--- src/rtl/bram_nib2byte_fifo_ctrl.sv ---
// Nibble-in / byte-out FIFO controller for a 4Kx4 (port A) / 2Kx9 (port B) dual-port block RAM.
// Optional BRAM_FIFO_LEVEL_EN adds a registered LEVEL output (nibbles held, including the output byte).
module bram_nib2byte_fifo_ctrl #(
  parameter int AW_NIB = 12
) (
  input  logic              CLK,
  input  logic              RST_N,
  input  logic              FLUSH,
  input  logic              WR_VALID,
  input  logic [3:0]        WR_DATA,
  output logic              WR_READY,
  output logic              RD_VALID,
  output logic [7:0]        RD_DATA,
  input  logic              RD_READY,
  output logic              FULL,
  output logic              EMPTY,
  output logic [AW_NIB-1:0] ADDRA,
  output logic [3:0]        DIA,
  output logic              ENA,
  output logic              WEA,
  output logic [AW_NIB-2:0] ADDRB,
  output logic              ENB,
  output logic              WEB,
  output logic [7:0]        DIB,
  output logic              DIPB,
  output logic              SSRA,
  output logic              SSRB,
  input  logic [7:0]        DOB
`ifdef BRAM_FIFO_LEVEL_EN
  ,
  output logic [AW_NIB:0]   LEVEL
`endif
);

  logic [AW_NIB:0]   wptr_q, wptr_d;
  logic [AW_NIB-1:0] rptr_q, rptr_d;
  logic              rd_valid_q, rd_valid_d;
  logic [AW_NIB:0]   occ_nib;
  logic              avail_nz;
  logic              push;
  logic              issue;

  // occ_nib never exceeds 2**AW_NIB, so its top bit alone marks full.
  assign occ_nib  = wptr_q - {rptr_q, 1'b0};
  assign avail_nz = |occ_nib[AW_NIB:1];
  assign FULL     = occ_nib[AW_NIB];
  assign WR_READY = ~FULL;
  assign push     = WR_VALID & WR_READY & ~FLUSH;
  assign issue    = avail_nz & (~rd_valid_q | RD_READY) & ~FLUSH;

  assign RD_VALID = rd_valid_q;
  assign RD_DATA  = DOB;
  assign EMPTY    = ~avail_nz & ~rd_valid_q;

  assign ADDRA = wptr_q[AW_NIB-1:0];
  assign DIA   = WR_DATA;
  assign ENA   = push;
  assign WEA   = push;
  assign ADDRB = rptr_q[AW_NIB-2:0];
  assign ENB   = issue;
  assign WEB   = 1'b0;
  assign DIB   = 8'h00;
  assign DIPB  = 1'b0;
  assign SSRA  = 1'b0;
  assign SSRB  = 1'b0;

  always_comb begin
    wptr_d     = wptr_q;
    rptr_d     = rptr_q;
    rd_valid_d = rd_valid_q;
    if (FLUSH) begin
      wptr_d     = '0;
      rptr_d     = '0;
      rd_valid_d = 1'b0;
    end else begin
      if (push)
        wptr_d = wptr_q + 1'b1;
      // Withholding ENB while the consumer stalls keeps the RAM output register, and so RD_DATA, stable.
      if (issue) begin
        rptr_d     = rptr_q + 1'b1;
        rd_valid_d = 1'b1;
      end else if (RD_READY) begin
        rd_valid_d = 1'b0;
      end
    end
  end

  always_ff @(posedge CLK or negedge RST_N) begin
    if (!RST_N) begin
      wptr_q     <= '0;
      rptr_q     <= '0;
      rd_valid_q <= 1'b0;
    end else begin
      wptr_q     <= wptr_d;
      rptr_q     <= rptr_d;
      rd_valid_q <= rd_valid_d;
    end
  end

`ifdef BRAM_FIFO_LEVEL_EN
  logic [AW_NIB:0] level_q, level_d;

  always_comb begin
    level_d = occ_nib + (rd_valid_q ? (AW_NIB+1)'(2) : (AW_NIB+1)'(0));
    if (FLUSH)
      level_d = '0;
  end

  always_ff @(posedge CLK or negedge RST_N) begin
    if (!RST_N)
      level_q <= '0;
    else
      level_q <= level_d;
  end

  assign LEVEL = level_q;
`endif

endmodule

--- config.mk ---
export PLATFORM = sky130hd
export DESIGN_NAME = bram_nib2byte_fifo_ctrl
export DESIGN_NICKNAME = d
export VERILOG_FILES = /design/src/rtl/bram_nib2byte_fifo_ctrl.sv
export SDC_FILE = /design/constraint.sdc
export NUM_CORES = 1
export LEC_CHECK = 0
export CAP_MARGIN = 20
export CORE_AREA = 2 2 85 87
export CTS_BUF_LIST = sky130_fd_sc_hd__clkbuf_4 sky130_fd_sc_hd__clkbuf_8
export CTS_CLUSTER_SIZE = 30
export DETAILED_ROUTE_END_ITERATION = 10
export DIE_AREA = 0 0 87 89
export PLACE_DENSITY_LB_ADDON = 0.15
export SETUP_SLACK_MARGIN = 0.2
export SLEW_MARGIN = 40
export SYNTH_ARGS = -nofsm -noshare
export SYNTH_HDL_FRONTEND = slang
export SYNTH_SLANG_ARGS = --single-unit
--- constraint.sdc ---
create_clock -name CLK -period 6.55 [get_ports CLK]
set_input_delay 1.31 -clock CLK [delete_from_list [all_inputs] [get_ports CLK]]
set_output_delay 1.31 -clock CLK [all_outputs]
set_load 0.01 [all_outputs]
### Yosys cells after proc, flatten, opt, wreduce, memory -nomap -nowiden

Index checks and enable logic that the tools add are counted.

| cells by class | value |
|---|---|
| reductions and logical operators | 4 |
| $add $sub $neg | 3 |
| bitwise gates (word level) | 10 |
| multiplexer cells | 7 |

Operators by type and width:

| operator | count |
|---|---|
| $mux W13 | 2 |
| $mux W12 | 2 |
| $add A13 B1 Y13 const B | 1 |
| $sub A13 B13 Y13 | 1 |
| $add A12 B1 Y12 const B | 1 |
| $reduce_or A12 Y1 | 1 |
| $and A1 B1 Y1 | 5 |
| $not A1 Y1 | 4 |
| $reduce_bool A2 Y1 | 2 |
| $mux W1 | 3 |
| $reduce_bool A3 Y1 | 1 |
| $or A1 B1 Y1 | 1 |

| word-level totals | value |
|---|---|
| input bits | 17 |
| logic and storage cells | 27 |
| output and inout port bits | 54 |
| flip-flop bits (word level) | 26 |

### Depth between registers and ports, before layout

| depth | value |
|---|---|
| word-level depth | 6 |
| depth in mapped cells | 12 |
| mapped depth without buffers | 11 |

### Worst setup path before layout

No wires, ideal clock.

| path | value |
|---|---|
| path kind | reg-to-output |
| start point | register wptr_q[1] |
| end point | output port EMPTY |
| arrival | 2585 ps |
| data required time | 5240 ps |
| stages on the path, launching flop included | 11 |
| slack | 2655 ps |
| buffers on the path | 0 |
| cell sequence | dfrtp_1 -> inv_1 -> ha_1 -> fa_1 -> nand2_1 -> a221oi_2 -> o311ai_1 -> nor4_2 -> o211ai_2 -> or4_4 -> nor2_1 |

| on the way | value |
|---|---|
| cells in the longest elaborated chain, start to end | 4 |

Ends and longest elaborated chain:

| element | RTL line | text |
|---|---|---|
| from (decl) | 35 | `logic [AW_NIB:0] wptr_q, wptr_d;` |
| from (signal assigned) | 94 | `wptr_q <= wptr_d;` |
| $sub A13 B13 Y13 | 44 | `assign occ_nib = wptr_q - {rptr_q, 1'b0};` |
| $reduce_or A12 Y1 | 45 | `assign avail_nz = \|occ_nib[AW_NIB:1];` |
| $not A1 Y1 | 53 | `assign EMPTY = ~avail_nz & ~rd_valid_q;` |
| $and A1 B1 Y1 | 53 |  |
| to (decl) | 16 | `output logic EMPTY,` |

Every way passes these cells.

### Final worst setup path

| path | value |
|---|---|
| start point | register rptr_q[0] |
| end point | output port EMPTY |

| on the way | value |
|---|---|
| cells in the longest elaborated chain, start to end | 4 |

Ends and longest elaborated chain:

| element | RTL line | text |
|---|---|---|
| from (decl) | 36 | `logic [AW_NIB-1:0] rptr_q, rptr_d;` |
| from (signal assigned) | 95 | `rptr_q <= rptr_d;` |
| $sub A13 B13 Y13 | 44 |  |
| $reduce_or A12 Y1 | 45 |  |
| $not A1 Y1 | 53 |  |
| $and A1 B1 Y1 | 53 |  |

Every way passes these cells.

==> results.py <==
metrics = {
    "clocking": {
        "cts_buffers": 3,
        "cts_tree": "done",
        "ctsHoldBuffers": 0,
        "clk_pin_slew_ns": 0.10,
        "clock_insertion_delay_worst_skew_ns": 0.28,
        "post_cts.resized_instances": 0,
        "cts_root_buf": "sky130_fd_sc_hd__clkbuf_8",
        "cts-htree-levels": 1,
        "max_root_sink_buffers": 2,
        "tritoncts_num_sinks": 26,
        "post_cts_buffers": 0,
    },
    "grt": {
        "grt_overflow_total": 0,
        "grt_start_max_net_pins": 34,
        "total_track_usage": 0.148,
        "number_of_antenna_violations_at_the_first_check_in_global_routing": 0,
        "first_pass_grt_wire_length_um": 8980,
        "grt_pass1_vias": 1755,
    },
    "power_and_ir_drop": {
        "p_leak_nw": 1.02,
        "internal_power_w": 0.000261,
        "share_seq_of_total_power": 0.450,
        "max-vdd-ir-drop_mv": 0.0701,
        "p_switching_w": 0.000117,
        "report.power.total_w": 0.000378,
        "pwr-share-clk": 0.294,
        "pwr-share-comb": 0.256,
        "power.density_cell_area_nw_per_um2": 151,
        "switching_portion_of_total_power": 0.310,
    },
    "synth": {
        "synthesis.yosys.warnings": 0,
        "synth_async_sr_flop_share": 1.00,
        "synthTopCellsByCount": "sky130_fd_sc_hd__buf_4, sky130_fd_sc_hd__nor2_1, sky130_fd_sc_hd__dfrtp_1, sky130_fd_sc_hd__inv_1, sky130_fd_sc_hd__a21oi_1",
        "yosys.area_share.simple": 0.220,
        "synth.distinct_cells": 46,
        "synth.cell_area_sq_um": 2330,
        "synth_top_family_by_area": "simple AND/OR/NAND/NOR gates",
        "yosysTopAreaCell": "sky130_fd_sc_hd__dfrtp_1",
        "synthesized_area_fraction_occupied_by_ao_oa_aoi_and_oai_cells": 0.123,
        "synthesis.instances": 281,
        "synth_enable_flop_cells": 0,
        "post_synth_top_area_share": 0.279,
        "synth_most_common_cell": "sky130_fd_sc_hd__buf_4",
        "share_of_cell_area_taken_by_muxes_after_synthesis": 0.0408,
        "synth_seq_area_share": 0.279,
        "post_synth.cell_area_avg_sq_um": 8.29,
        "post_synth_xor_area_fraction": 0.0564,
        "synth_adder_area_share": 0.0785,
        "synthTopCellsByArea": "sky130_fd_sc_hd__dfrtp_1, sky130_fd_sc_hd__buf_4, sky130_fd_sc_hd__ha_1",
        "most_used_flip_flop_cell_after_synthesis": "sky130_fd_sc_hd__dfrtp_1",
        "ys_seq_elements": 26,
    },
    "routing": {
        "route.detailed.drc": 0,
        "drtIter0Drc": 92,
        "detail_route.vias_per_cell": 5.05,
        "drt.antenna.violating_nets": 0,
        "drt_pre_antenna_iters": 4,
        "wl_per_cell_um": 15.0,
        "vias": 1819,
        "drt-total-wl_um": 5390,
    },
    "min_path": {
        "holdPathStages": 2,
        "worstHoldPathType": "register to register",
        "whs_endpoint": "wptr_q[12]$_DFFE_PN0P_",
        "holdCritStartpoint": "wptr_q[12]$_DFFE_PN0P_",
    },
    "placement": {
        "dpl_worst_slack_ns": 1.88,
        "port-buffer-count": 34,
        "finalWeightedCongestion": 0.794,
        "placedInstanceArea_sq_um": 2440,
        "place.detailed.hpwl_um": 4000,
    },
    "timing": {
        "finalWorstSetupSlack_ns": 1.71,
        "timing.final.max_slew_violations": 0,
        "timing.final.crit_period_ns": 4.84,
        "setup-tns-final_ns": 0,
        "finalClockSkew_ns": 0.00267,
        "setup_viol": 0,
        "grt_setup_unrepaired": "false",
        "report.final.hold_viol_count": 0,
        "tightest_slew_ns": 0.585,
        "fin_crit_sh": 0.738,
        "max_slew_margin": 0.607,
        "max_freq_ghz": 0.207,
    },
    "critical_path": {
        "r2r_end": "rptr_q[5]$_DFFE_PN0P_",
        "critical_path.startpoint": "rptr_q[0]$_DFFE_PN0P_",
        "critPathBufInv": 1,
        "regToRegStartpoint": "rptr_q[0]$_DFFE_PN0P_",
        "cp-end-kind": "output port",
        "critical_path.top_delay_family": "simple AND/OR/NAND/NOR gates",
        "ff2ff_path_depth": 10,
        "critical_path.max_fanout": 6,
        "cpMaxStageDelayCell": "sky130_fd_sc_hd__or4_4",
        "slowest_delay_ns": 0.58,
        "critical_path_class": "register to output port",
        "timing.critical_path.from_type": "register",
        "regToRegSetupSlack_ns": 3.36,
        "crit_path_cell_chain": "ha_1 > fa_1 > nand2_1 > a221oi_2 > o311ai_1 > nor4_2 > o211ai_2 > or4_4 > nor2_1 > clkdlybuf4s50_1",
        "arrival_ns": 3.53,
        "cp_data_required_time_ns": 5.24,
    },
    "floorplanning": {
        "std_cell_rows": 30,
        "fp.dieArea_sq_um": 7740,
        "die_width_um": 87,
        "placeableCoreArea_sq_um": 6720,
        "initial_util": 0.347,
        "top_level_port_count": 71,
        "floorplan.die.height_um": 89,
    },
    "cells_and_area": {
        "antennaDiodeCount": 0,
        "final_layout_size_suffix_gt1_frac": 0.0857,
        "final_nets": 312,
        "filler_cell_count": 704,
        "synthToLayoutAreaGrowth_pct": 7.68,
        "final_util": 0.373,
        "fin_area_sq_um": 2510,
    },
    "job": {
        "cap_violations": 0,
    },
    "run_status": {
        "status": "finished, final reports clean",
    },
}
sequential cells by signal, summed over array words and instances (netlist names):
signal	flops
wptr_q	13
rptr_q	12
RD_VALID	1
worst reg2reg max path: stages (launching register included):
cell	delay, ns
sky130_fd_sc_hd__dfrtp_1	0.46
sky130_fd_sc_hd__ha_1	0.24
sky130_fd_sc_hd__fa_1	0.49
sky130_fd_sc_hd__nand2_1	0.06
sky130_fd_sc_hd__a221oi_2	0.17
sky130_fd_sc_hd__o311ai_1	0.15
sky130_fd_sc_hd__nor4_2	0.29
sky130_fd_sc_hd__o211ai_2	0.16
sky130_fd_sc_hd__or4_4	0.59
sky130_fd_sc_hd__nor4b_2	0.19
sky130_fd_sc_hd__mux2_4	0.30
cells in the final DEF (no fill, tap or decap), drive strengths merged, types with 6 or more instances in the layout:
cell and n:
a21oi 19, clkdlybuf4s50 34, conb 12, dfrtp 26, ha 13, inv 23, mux2 6, nand2 12
nand3 10, nor2 28, nor3 13, nor4 6, o21ai 15, or3 7, xnor2 10
cell type report:
class / count / area (sq um) / share of cell area
Clock buffer: 4 / 55.1 / 0.0220
Inverter: 23 / 86.3 / 0.0344
Sequential cell: 26 / 651 / 0.259
Timing Repair Buffer: 37 / 363 / 0.145
Tap cell: 80 / 100 / 0.0399
Multi-Input combinational cell: 190 / 1250 / 0.500
logic make-up after synthesis:
kind of cell / Yosys count
adders and majority gates: 14
buffers and inverters: 76
AOI/OAI and AO/OA: 46
xor gates and xnor gates: 15
other: 1
muxes: 8
DFF: 26
and+or+nand+nor: 95
worst max-delay path by stage:
stage	end	depth (start not counted)
2_1_floorplan	EMPTY	10
3_3_place_gp	ENB	10
3_5_place_dp	ENB	10
4_1_cts	ENB	10
5_1_grt	EMPTY	11
6_report	EMPTY	10
stage by stage:
step	std cells	hold slack, ns
5_1_grt	360	0.624
4_1_cts	359	0.591
3_3_place_gp	355	0.569
2_1_floorplan	292	0.529
6_report	360	0.585
3_5_place_dp	355	0.576
routing by layer:
metal	vias to the layer above	global-route usage	share of wire
met5	-	0	0
met4	0	0.0497	0.017
met3	7	0.0194	0.052
met2	59	0.237	0.44
met1	850	0.208	0.49
li1	903	-	-
power by group through the flow:
stage | Sequential [W] | Combinational (W) | Clock (W)
2_1_floorplan | 0.000172 | 0.0000800 | 0
3_3_place_gp | 0.000173 | 0.0000969 | 0
3_5_place_dp | 0.000173 | 0.0000958 | 0
4_1_cts | 0.000170 | 0.0000970 | 0.000116
5_1_grt | 0.000171 | 0.000108 | 0.000121
6_report | 0.000170 | 0.0000965 | 0.000111
Power figures use the tool's default switching activity.
